--- config.mk ---
export PLATFORM = sky130hd
export DESIGN_NAME = vc_credit_link
export DESIGN_NICKNAME = d
export VERILOG_FILES = /design/src/rtl/vc_credit_link.sv
export SDC_FILE = /design/constraint.sdc
export NUM_CORES = 1
export LEC_CHECK = 0
export ABC_AREA = 0
export BUFFER_PORTS_ARGS = -buffer_cell sky130_fd_sc_hd__buf_2
export CAP_MARGIN = 25
export CORE_AREA = 2 2 119 63
export DETAILED_ROUTE_END_ITERATION = 10
export DIE_AREA = 0 0 121 65
export PLACE_DENSITY = 0.75
export SLEW_MARGIN = 20
export SYNTH_ARGS = -nofsm -noshare
export SYNTH_HDL_FRONTEND = slang
export SYNTH_SLANG_ARGS = --single-unit
--- constraint.sdc ---
create_clock -name clk -period 3.28 [get_ports clk]
set_input_delay 0 -clock clk [delete_from_list [all_inputs] [get_ports clk]]
set_output_delay 0 -clock clk [all_outputs]
set_load 0.05 [all_outputs]
--- src/rtl/vc_credit_link.sv ---
// vc_credit_link: pipelined point-to-point flit link with per-VC credit counters and a flush FSM.
// Define VC_CREDIT_LINK_PERF_EN to build the perf_flits/perf_stalls counters; otherwise they read 0.
module vc_credit_link #(
    parameter int FLIT_W      = 32,
    parameter int NUM_VCS     = 2,
    parameter int PIPE_STAGES = 2,
    parameter int BUFFER_SIZE = 8,
    localparam int VW = (NUM_VCS > 1) ? $clog2(NUM_VCS) : 1,
    localparam int CW = $clog2(BUFFER_SIZE + 1)
) (
    input  logic               clk,
    input  logic               rst,
    input  logic [FLIT_W-1:0]  tx_flit,
    input  logic [VW-1:0]      tx_vc,
    input  logic               tx_valid,
    output logic               tx_ready,
    output logic [FLIT_W-1:0]  rx_flit,
    output logic [VW-1:0]      rx_vc,
    output logic               rx_valid,
    input  logic [NUM_VCS-1:0] credit_return,
    output logic [NUM_VCS-1:0] credit_avail,
    input  logic               flush_req,
    output logic               flush_done,
    output logic               credit_err,
    output logic [31:0]        perf_flits,
    output logic [31:0]        perf_stalls
);

    typedef enum logic [1:0] {RUN, DRAIN, DONE} state_t;

    state_t             state, state_nx;
    logic [CW-1:0]      cnt [NUM_VCS];
    logic [NUM_VCS-1:0] ret;
    logic [NUM_VCS-1:0] acc_vc;
    logic               accept;
    logic               vc_ok;
    logic               fwd_busy;
    logic               crd_busy;
    logic               all_full;

    assign vc_ok    = (32'(tx_vc) < 32'(NUM_VCS));
    assign tx_ready = (state == RUN) && vc_ok && (cnt[tx_vc] != '0);
    assign accept   = tx_valid && tx_ready;

    always_comb begin
        acc_vc   = '0;
        all_full = 1'b1;
        for (int unsigned v = 0; v < NUM_VCS; v++) begin
            acc_vc[v]       = accept && (tx_vc == VW'(v));
            credit_avail[v] = (cnt[v] != '0);
            if (cnt[v] != CW'(BUFFER_SIZE))
                all_full = 1'b0;
        end
    end

    // Simultaneous accept and return on one VC cancel; a return onto a full counter is dropped and flagged.
    always_ff @(posedge clk) begin
        if (rst) begin
            for (int unsigned v = 0; v < NUM_VCS; v++)
                cnt[v] <= CW'(BUFFER_SIZE);
            credit_err <= 1'b0;
        end else begin
            for (int unsigned v = 0; v < NUM_VCS; v++) begin
                if (acc_vc[v] && !ret[v]) begin
                    cnt[v] <= cnt[v] - CW'(1);
                end else if (ret[v] && !acc_vc[v]) begin
                    if (cnt[v] == CW'(BUFFER_SIZE))
                        credit_err <= 1'b1;
                    else
                        cnt[v] <= cnt[v] + CW'(1);
                end
            end
        end
    end

    generate
        if (PIPE_STAGES == 0) begin : g_nopipe
            assign rx_flit  = tx_flit;
            assign rx_vc    = tx_vc;
            assign rx_valid = accept;
            assign ret      = credit_return;
            assign fwd_busy = 1'b0;
            assign crd_busy = 1'b0;
        end else begin : g_pipe
            logic [FLIT_W-1:0]      flit_q [PIPE_STAGES];
            logic [VW-1:0]          vc_q   [PIPE_STAGES];
            logic [PIPE_STAGES-1:0] val_q;
            logic [NUM_VCS-1:0]     crd_q  [PIPE_STAGES];

            always_ff @(posedge clk) begin
                if (rst) begin
                    val_q <= '0;
                    for (int unsigned i = 0; i < PIPE_STAGES; i++)
                        crd_q[i] <= '0;
                end else begin
                    val_q[0] <= accept;
                    crd_q[0] <= credit_return;
                    for (int unsigned i = 1; i < PIPE_STAGES; i++) begin
                        val_q[i] <= val_q[i-1];
                        crd_q[i] <= crd_q[i-1];
                    end
                end
            end

            always_ff @(posedge clk) begin
                flit_q[0] <= tx_flit;
                vc_q[0]   <= tx_vc;
                for (int unsigned i = 1; i < PIPE_STAGES; i++) begin
                    flit_q[i] <= flit_q[i-1];
                    vc_q[i]   <= vc_q[i-1];
                end
            end

            always_comb begin
                crd_busy = 1'b0;
                for (int unsigned i = 0; i < PIPE_STAGES; i++)
                    if (crd_q[i] != '0)
                        crd_busy = 1'b1;
            end

            assign rx_flit  = flit_q[PIPE_STAGES-1];
            assign rx_vc    = vc_q[PIPE_STAGES-1];
            assign rx_valid = val_q[PIPE_STAGES-1];
            assign ret      = crd_q[PIPE_STAGES-1];
            assign fwd_busy = |val_q;
        end
    endgenerate

    always_ff @(posedge clk) begin
        if (rst)
            state <= RUN;
        else
            state <= state_nx;
    end

    always_comb begin
        state_nx = state;
        case (state)
            RUN:     if (flush_req) state_nx = DRAIN;
            DRAIN:   if (!fwd_busy && !crd_busy && all_full) state_nx = DONE;
            DONE:    if (!flush_req) state_nx = RUN;
            default: state_nx = RUN;
        endcase
    end

    assign flush_done = (state == DONE);

`ifdef VC_CREDIT_LINK_PERF_EN
    logic [31:0] flits_q;
    logic [31:0] stalls_q;

    always_ff @(posedge clk) begin
        if (rst) begin
            flits_q  <= '0;
            stalls_q <= '0;
        end else begin
            if (accept)
                flits_q <= flits_q + 32'd1;
            if (tx_valid && !tx_ready)
                stalls_q <= stalls_q + 32'd1;
        end
    end

    assign perf_flits  = flits_q;
    assign perf_stalls = stalls_q;
`else
    assign perf_flits  = '0;
    assign perf_stalls = '0;
`endif

endmodule

==> results of run 1 <==
[state kept, by name, indices dropped and copies added, names as in the netlist]
name	count
g_pipe.flit_q	64
g_pipe.val_q	2
g_pipe.vc_q	2
cnt	8
state	2
g_pipe.crd_q	4
credit_err	1
[synthesized netlist by cell type (all sizes together) (2+ instances only)]
master,number
a21o,3
a21oi,7
and2b,2
buf,98
dfxtp,75
edfxtp,8
ha,5
inv,6
nand2,3
nand3,2
nand3b,2
nor2,15
nor2b,6
nor3,6
nor4,2
o211ai,2
o21ai,3
xnor2,2
[per-stage QoR]
stage	setup WS (ps)	utilization	total power, W	area, um^2	hold WS [ps]
finish	580	0.538	0.00255	3750	25.3
global route	449	0.538	0.00265	3750	28.0
CTS	574	0.538	0.00258	3750	11.5
detailed placement	568	0.442	0.00153	3080	104
global placement	686	0.442	0.00152	3080	103
floorplan	765	-	0.00155	3310	27.7
[placed cells by master (no fill, tap or decap), types with 2 or more instances in the layout]
cell | netlist | routed
buf_2 | 2 | 77
a21o_1 | 3 | 3
clkbuf_16 | 0 | 9
o211ai_1 | 2 | 2
dlygate4sd3_1 | 0 | 36
o21ai_0 | 3 | 3
a21oi_1 | 6 | 6
nand3b_1 | 2 | 2
nand2_1 | 3 | 3
nor3_1 | 6 | 6
inv_1 | 6 | 6
xnor2_1 | 2 | 2
nor4_1 | 2 | 2
edfxtp_1 | 8 | 8
nor2b_1 | 6 | 6
inv_6 | 0 | 4
and2b_1 | 2 | 2
nand3_1 | 2 | 2
nor2_1 | 14 | 14
conb_1 | 1 | 64
ha_1 | 5 | 5
dfxtp_1 | 75 | 75
[cell type report]
cell class | instances | area (um^2) | area share
clock buffer | 9 | 225 | 0.0601
clock inverter | 7 | 81.3 | 0.0217
inverter | 6 | 22.5 | 0.00601
multi-input combinational | 144 | 810 | 0.216
sequential | 83 | 1740 | 0.465
tap | 96 | 120 | 0.0321
timing repair buffer | 113 | 746 | 0.199
[worst paths after layout]
path | to | slack [ps] | cells after the start
worst max-delay path | cnt[0][3] | 580 | 9
worst min-delay path | g_pipe.crd_q[0][1] | 30 | 2
worst max register to register | cnt[0][3] | 580 | 9
worst min register to register | g_pipe.flit_q[0][33] | 320 | 0
[critical path, stage by stage, from the launching register on]
cell and delay (ps):
edfxtp_1 480, or4b_1 630, o311a_4 180, inv_1 150
ha_1 260, a21o_1 170, a21oi_1 180, xnor2_1 150
and3_1 170, a21oi_1 60
[routing by layer]
layer | global-route usage | wire length, um | up-vias
li1 | - | - | 909
met1 | 0.155 | 2230 | 815
met2 | 0.202 | 2340 | 87
met3 | 0.0651 | 453 | 10
met4 | 0.0523 | 89 | 0
met5 | 0 | 0 | -
[where the power goes]
group          internal [W]  total, W  switching (W)
sequential          0.00109   0.00112      0.0000333
combinational      0.000100  0.000422       0.000322
clock              0.000601   0.00100       0.000403
total               0.00179   0.00255       0.000758
[logic make-up (layout without fill, tap and decap cells)]
group                      count (synthesis)  after routing  synth area share
buffers and inverters                    105            135             0.246
DFF                                       83             83             0.567
and+or+nand+nor                           46             46            0.0815
AOI/OAI and AO/OA                         26             26            0.0713
adders and majority gates                  6              6            0.0269
xor gates and xnor gates                   2              2           0.00570
other                                      1             64           0.00122
[what timing repair did]
item | CTS | global route
hold buffers | 36 | 0
hold endpoints to repair | 37 | 0
setup buffers | 0 | 0
==> metrics.cfg, run 1 <==
[worst_setup_path]
timing.critical_path.from = cnt[0][0]
critical_path_peak_fanout = 6
worst-setup-path-type = reg2reg
timing.critical_path.required_ps = 3360
reg2reg_from = cnt[0][0]
worst_setup_path_end_kind = flip-flop
worst_ep_arrival_time_ps = 2780
critPathLaunchType = flip-flop

[clock_tree]
tritoncts_num_sinks = 83
insertion_delay_ps = 330
cts_tree = built
numCtsBuffers = 9
cts-resized-gates = 0
cts_root_buffer = clkbuf_16
cts.clk_slew.worst_paths_ps = 60
clock_tree.buffer_depth = 2
htree_levels = 3

[logic_synthesis]
synth_edf_count = 8
synth_warnings = 0
syn-cell-area_mm2 = 0.00307
synth_largest_area_cell = dfxtp_1
synth.distinct_cells = 43
postSynthRegisterBits = 83
syn_area_per_cell_um2 = 11.4
synth_largest_type_area_fraction = 0.489
synth_cells = 269
netlist_top_cells_area = dfxtp_1 (49%), buf_4 (23%), edfxtp_1 (7.8%), ha_1 (2.0%), nor2_1 (1.7%)
dominantRegCellSynth = dfxtp_1
seq_area_frac_synth = 0.567
synthArstFlopShare = 0

[drt]
drc_errors = 0
drt_iter0_drc = 35
drt.antenna.violating_nets = 0
post_drt_via_cell_ratio = 3.98
drt_pass1_iterations = 4
wirelength_um = 5110
dr_total_vias = 1821
wl_per_cell_um = 11.2

[outcome]
status = finished clean

[placement]
placed_cells = 406
place.port_buffers = 77
routability_congestion = 0.811
hpwl_um = 3570

[die]
die_height_um = 65
num_io_pins = 142
core_mm2 = 0.00696
floorplan.initialDensity = 0.441
rows = 22
die-area_mm2 = 0.00787
die_width_um = 121

[cells_and_area]
antenna_cells = 0
area_delta_synth_final_pct = 22.0
fillers = 596
fin_nets = 402
drive_gt1_frac = 0.273
final_cell_count_no_fill = 458

[timing]
finalHoldViolations = 0
final-max-slew-violation-count = 0
finalWorstPathRequiredPeriod_ps = 2700
period_share = 0.823
worst_clock_skew_ps = 3.65
max_clock_freq_ghz = 0.370
slew_headroom = 0.609
report.final.setup_viol = 0
grt_setup_unrepaired = no
worstMarginPinSlew_ps = 582
setup_tns_ps = 0

[hold_path]
holdCritPathClass = in2reg
worstHoldStart = rst

[grt]
grt_pass1_wl_um = 7580
overall_global_routing_resource_usage = 0.130
first_global_vias = 1669
grt_max_degree = 17
grt_remaining_overflow = 0
antenna_found_initial = 0

[pwr]
p_leak_nw = 1.75
pwr_density_cell_mw_per_mm2 = 680
max-vdd-ir-drop_mv = 0.366

[run]
max_cap_viol_count = 0

Note: power is estimated with default switching activity, not from simulation.
==> run 2, diff against run 1 <==
CORE_AREA = 2 2 124 66   (was 2 2 119 63)
DIE_AREA = 0 0 126 68   (was 0 0 121 65)
PLACE_DENSITY = 0.72   (was 0.75)
clock period = 2.26 ns   (was 3.28 ns; I/O delays follow)
==> run 2 against run 1 <==
- the flow now finishes with violations (negative setup slack)
- core utilization is 2.3 points lower
- total power is 44% higher
- sequential share of layout area is 1.9 points lower
- maximum frequency is 16% higher
- sequential power is 44% higher
- worst hold slack better by 3.7 ps
- largest cell class unchanged
- highest routed layer unchanged
==> metrics.cfg, run 2 (synthesis gave the netlist of run 1 again) <==
[grt]
grt_max_degree = 17  ; unchanged
grt_remaining_overflow = 0  ; unchanged
antenna_found_initial = 0  ; unchanged
grt_pass1_wl_um = 7850  ; +3.5%
first_global_vias = 1691  ; +1.3%
overall_global_routing_resource_usage = 0.123  ; -0.00747

[timing]
final-max-slew-violation-count = 0  ; unchanged
worst_clock_skew_ps = 4.12  ; +0.466 ps
grt_setup_unrepaired = yes
period_share = 1.03  ; +0.204
finalWorstPathRequiredPeriod_ps = 2320  ; -378 ps
finalHoldViolations = 0  ; unchanged
report.final.setup_viol = 1  ; +1
timing.final.ws_setup_ps = -61.8  ; -642 ps
setup_tns_ps = -61.8  ; -61.8 ps
timing.hold.ws_ps = 28.9  ; +3.69 ps
max_clock_freq_ghz = 0.431  ; +16%

[hold_path]
holdCritPathClass = in2reg

[clock_tree]
tritoncts_num_sinks = 83  ; unchanged
cts_root_buffer = clkbuf_16
htree_levels = 3  ; unchanged
insertion_delay_ps = 330  ; about the same
numCtsBuffers = 9  ; unchanged
cts.clk_slew.worst_paths_ps = 60  ; about the same
cts_tree = built
clock_tree.buffer_depth = 2  ; unchanged

[drt]
drc_errors = 0  ; unchanged
dr_total_vias = 1890  ; +3.8%
met3_routed_length_um = 390  ; -14%
met1Wirelength_um = 2460  ; +10%
wl_per_cell_um = 11.1  ; -0.83%
wirelength_um = 5300  ; +3.7%
drt.antenna.violating_nets = 0  ; unchanged
drt_pass1_iterations = 4  ; unchanged
route.top_layer_used = met4
drt_iter0_drc = 68  ; +94%
wl_met2_um = 2390  ; +2.4%
post_drt_via_cell_ratio = 3.95  ; -0.76%

[worst_setup_path]
worst_ep_arrival_time_ps = 2410  ; -370 ps
worst_setup_path_end_kind = flip-flop
critical_path_peak_fanout = 4  ; -2
timing.critical_path.required_ps = 2350  ; -1010 ps
worst-setup-path-type = reg2reg
critPathLaunchType = flip-flop

[outcome]
status = finished with violations
violations = negative setup slack

[placement]
placed_cell_area_mm2 = 0.00321  ; +4.3%
hpwl_um = 3600  ; +0.88%
routability_congestion = 0.909  ; +12%
place.port_buffers = 77  ; unchanged

[die]
die-area_mm2 = 0.00857  ; +8.9%
num_io_pins = 142  ; unchanged
rows = 23  ; +4.5%
die_width_um = 126  ; +4.1%
floorplan.initialDensity = 0.404  ; -0.0368
core_mm2 = 0.00760  ; +9.1%
die_height_um = 68  ; +4.6%

[pwr]
pwr_density_cell_mw_per_mm2 = 936  ; +38%
max-vdd-ir-drop_mv = 0.367  ; +0.44%
p_leak_nw = 1.83  ; +4.6%

[cells_and_area]
area_delta_synth_final_pct = 27.3
antenna_cells = 0  ; unchanged
final_cell_mix = buf_2 (77), dfxtp_1 (74), conb_1 (64), dlygate4sd3_1 (36), buf_4 (17)
utilization = 0.515  ; -0.0233
largest_register_ffs = 64  ; unchanged
final_area_mm2 = 0.00391  ; +4.4%
layout.cells.most_common = buf_2
fin_nets = 419  ; +4.2%
largestRegisters = g_pipe.flit_q (64), cnt (8), g_pipe.crd_q (4)
drive_gt1_frac = 0.330  ; +0.0563
largest_register = g_pipe.flit_q

[run]
max_cap_viol_count = 0  ; unchanged

[run 2: changes by cell type in the layout (fill, tap and decap cells not counted), sizes merged]
cell      previous run  this run
clkinvlp             1         3
inv                 10         9
buf                 77        94
bufinv               1         0
[run 2: path summary, 6_finish.rpt]
| kind | cells after the start | slack, ps | from | end |
|---|---|---|---|---|
| max reg2reg | 9 | -60 | cnt[0][1] | cnt[0][3] |
| max | 9 | -60 | cnt[0][1] | cnt[0][3] |
| min | 2 | 30 | rst | g_pipe.crd_q[0][0] |
| min reg2reg | 0 | 330 | g_pipe.flit_q[0][30] | g_pipe.flit_q[0][62] |
[run 2: area by class of cell]
type                       count  area [um^2]
fill                         661         3690
tap                          100          125
clock buffer                   9          225
timing repair buffer         130          873
inverter                       6         25.0
clock inverter                 7         60.1
sequential                    83         1740
multi-input combinational    144          858
[run 2: critical path: stages (launching register included)]
cell,delay (ps)
edfxtp_1,390
or4b_4,580
o311a_4,170
inv_4,80
ha_4,190
a21o_1,150
a21oi_2,160
xnor2_2,140
and3_1,170
a21oi_1,60
[run 2: through the flow]
step	power (W)	setup slack [ps]	cells
floorplan	0.00226	-93.8	332
global placement	0.00225	-27.4	424
detailed placement	0.00226	-104	424
CTS	0.00370	-54.9	478
global route	0.00382	-141	479
finish	0.00366	-61.8	479
[run 2: power by group]
| part | leakage (nW) | switching [W] | internal, W | total [W] |
|---|---|---|---|---|
| clock | 0.131 | 0.000599 | 0.000760 | 0.00136 |
| sequential | 0.710 | 0.0000333 | 0.00158 | 0.00161 |
| combinational | 0.992 | 0.000501 | 0.000191 | 0.000692 |
| total | 1.83 | 0.00113 | 0.00253 | 0.00366 |
[run 2: timing repair]
| item | CTS | global route |
|---|---|---|
| resized for setup | 3 | 2 |
| gates cloned | 0 | 0 |
| buffers inserted | 2 | 2 |
| hold endpoints to repair | 37 | 0 |
| setup endpoints to repair | 2 | 4 |
| pin swaps | 2 | 2 |
| hold buffers | 36 | 0 |
[run 2: routing by layer]
layer / vias to the layer above / track usage
li1: 939 / -
met1: 863 / 0.149
met2: 81 / 0.192
met3: 7 / 0.0602
met4: 0 / 0.0453
met5: - / 0
==> run 3, diff against run 2 <==
CELL_PAD_IN_SITES_DETAIL_PLACEMENT = 1   (was default)
CELL_PAD_IN_SITES_GLOBAL_PLACEMENT = 1   (was default)
CORE_AREA = 2 2 144 76   (was 2 2 124 66)
DIE_AREA = 0 0 146 78   (was 0 0 126 68)
PLACE_DENSITY = 0.71   (was 0.72)
==> run 3 against run 2 <==
- the flow still finishes with violations (negative setup slack)
- routed wire length increased by 14%
- via count increased by 2.3%
- sequential cell count did not move
- global-route usage is 1.5 points lower
- clock skew up 4.7 ps
==> metrics.cfg, run 3 (synthesis gave the netlist of run 1 again) <==
[outcome]
status = finished with violations
violations = negative setup slack

[cells_and_area]
utilization = 0.397  ; -0.118
largest_register_ffs = 64  ; unchanged
largestRegisters = g_pipe.flit_q (64), cnt (8), g_pipe.crd_q (4)
final_cell_mix = buf_2 (77), dfxtp_1 (74), conb_1 (64), dlygate4sd3_1 (36), buf_4 (17)
antenna_cells = 0  ; unchanged
final_area_mm2 = 0.00398  ; +1.7%
fin_nets = 419  ; unchanged
area_delta_synth_final_pct = 29.4
drive_gt1_frac = 0.325  ; -0.00528
fillers = 1140  ; +72%
largest_register = g_pipe.flit_q
layout.cells.most_common = buf_2
final_cell_count_no_fill = 519  ; +8.4%

[timing]
timing.hold.ws_ps = 7.48  ; -21.5 ps
worstMarginPinSlew_ps = 490
max_clock_freq_ghz = 0.434  ; +0.83%
report.final.setup_viol = 1  ; unchanged
finalWorstPathRequiredPeriod_ps = 2300  ; -19.1 ps
slew_headroom = 0.670
period_share = 1.02  ; -0.00847
grt_setup_unrepaired = yes
timing.final.ws_setup_ps = -42.6  ; +19.1 ps
final-max-slew-violation-count = 0  ; unchanged
worst_clock_skew_ps = 8.81  ; +4.70 ps
finalHoldViolations = 0  ; unchanged
setup_tns_ps = -42.6  ; +19.1 ps

[clock_tree]
clock_tree.buffer_depth = 2  ; unchanged
cts.clk_slew.worst_paths_ps = 60  ; about the same
numCtsBuffers = 9  ; unchanged
tritoncts_num_sinks = 83  ; unchanged
cts_root_buffer = clkbuf_16
htree_levels = 3  ; unchanged
cts_tree = built
insertion_delay_ps = 330  ; about the same

[die]
die_height_um = 78  ; +15%
rows = 26  ; +13%
die-area_mm2 = 0.0114  ; +33%
die_width_um = 146  ; +16%
core_mm2 = 0.0100  ; +32%
floorplan.initialDensity = 0.307  ; -0.0977
num_io_pins = 142  ; unchanged

[grt]
met1_usage = 0.100  ; -0.0484
met2_usage = 0.217  ; +0.0252
gr-usage-met3 = 0.0318  ; -0.0284
antenna_found_initial = 0  ; unchanged
top_usage_layer = met2
grt_pass1_wl_um = 9340  ; +19%
grt_remaining_overflow = 0  ; unchanged
overall_global_routing_resource_usage = 0.107  ; -0.0154
first_global_vias = 1939  ; +15%
grt_max_degree = 16  ; -1

[placement]
hpwl_um = 4270  ; +18%
placed_cell_area_mm2 = 0.00327  ; +1.8%
place.port_buffers = 77  ; unchanged
placed_cells = 465  ; +9.7%
routability_congestion = 0.763  ; -16%

[worst_setup_path]
worstPathCellList = or4b_4, o311a_4, inv_4, ha_4, a21o_1, a21oi_2, xnor2_1, and3_1, a21oi_1
crit_path_leading_delay_family = simple AND/OR/NAND/NOR gates
critPathLaunchType = flip-flop
worst_setup_path_end_kind = flip-flop
worst_ep_arrival_time_ps = 2390  ; -20 ps
worst-setup-path-type = reg2reg
cp_slowest_stage_delay_ps = 570  ; about the same
worst_path_buffer_plus_inverter_count = 1  ; unchanged
timing.critical_path.required_ps = 2350  ; about the same
critical_path_peak_fanout = 3  ; -1
max_stage_delay_cell_worst_path = or4b_4

[pwr]
combinationalPowerShare = 0.180  ; -0.009
max-vdd-ir-drop_mv = 0.401  ; +9.3%
p_leak_nw = 1.85  ; +0.95%
p_int_w = 0.00269  ; +6.5%
pwr_density_cell_mw_per_mm2 = 959  ; +2.5%
switching_share = 0.294  ; -0.0155
switchingPower_w = 0.00112  ; -1.1%
pwr-share-seq = 0.422  ; -0.018
power_frac_clock = 0.399  ; +0.028

[drt]
wl_per_cell_um = 11.6  ; +5.1%
wirelength_um = 6040  ; +14%
drt_iter0_drc = 46  ; -32%
drt_pass1_iterations = 4  ; unchanged
drt.antenna.violating_nets = 0  ; unchanged
drc_errors = 0  ; unchanged
post_drt_via_cell_ratio = 3.72  ; -5.6%
dr_total_vias = 1933  ; +2.3%

[hold_path]
holdCritPathClass = in2reg

[run]
max_cap_viol_count = 0  ; unchanged

[run 3: changes by cell type in the layout (fill, tap and decap cells not counted), sizes merged]
cell and change:
bufinv +1, clkbuf +1, inv -1, clkinvlp -2
clkinv +1
[run 3: per-stage QoR]
stage | setup WS (ps) | power (W)
2_1_floorplan | -93.8 | 0.00226
3_3_place_gp | -24.8 | 0.00225
3_5_place_dp | -74.3 | 0.00227
4_1_cts | -44.7 | 0.00387
5_1_grt | -108 | 0.00399
6_report | -42.6 | 0.00381
[run 3: what timing repair did]
item,CTS,global route
gates cloned,0,0
endpoints found under the setup margin,1,3
hold buffers,36,0
endpoints found under the hold margin,37,0
pin swaps,2,3
buffers inserted,1,1
resized for setup,1,1
[run 3: routing by layer]
layer	part of all wire	vias up	wire length, um
met5	0	-	0
met4	0.017	0	102
met3	0.054	9	329
met2	0.56	78	3410
met1	0.36	911	2200
li1	-	935	-
[run 3: power by group through the flow]
stage               clock [W]  combinational (W)  sequential [W]
CTS                   0.00158           0.000683         0.00161
floorplan                   0           0.000605         0.00165
detailed placement          0           0.000626         0.00164
global route          0.00165           0.000726         0.00162
finish                0.00152           0.000685         0.00161
global placement            0           0.000618         0.00164
[run 3: layout make-up]
| type | count | area [um^2] | share of cell area |
|---|---|---|---|
| inverters | 6 | 25.0 | 0.00630 |
| flip-flops and latches | 83 | 1740 | 0.438 |
| well taps | 140 | 175 | 0.0441 |
| repair buffers | 130 | 873 | 0.220 |
| clock inverters | 6 | 68.8 | 0.0173 |
| multi-input cells | 144 | 840 | 0.211 |
| clock buffers | 10 | 250 | 0.0630 |
[run 3: path summary, 6_finish.rpt]
path	startpoint	endpoint	slack [ps]	depth (start not counted)
worst min register to register	g_pipe.flit_q[0][15]	g_pipe.flit_q[0][47]	320	0
worst min-delay path	rst	state[1]	7	2
worst max register to register	cnt[0][0]	cnt[0][3]	-40	9
worst max-delay path	cnt[0][0]	cnt[0][3]	-40	9
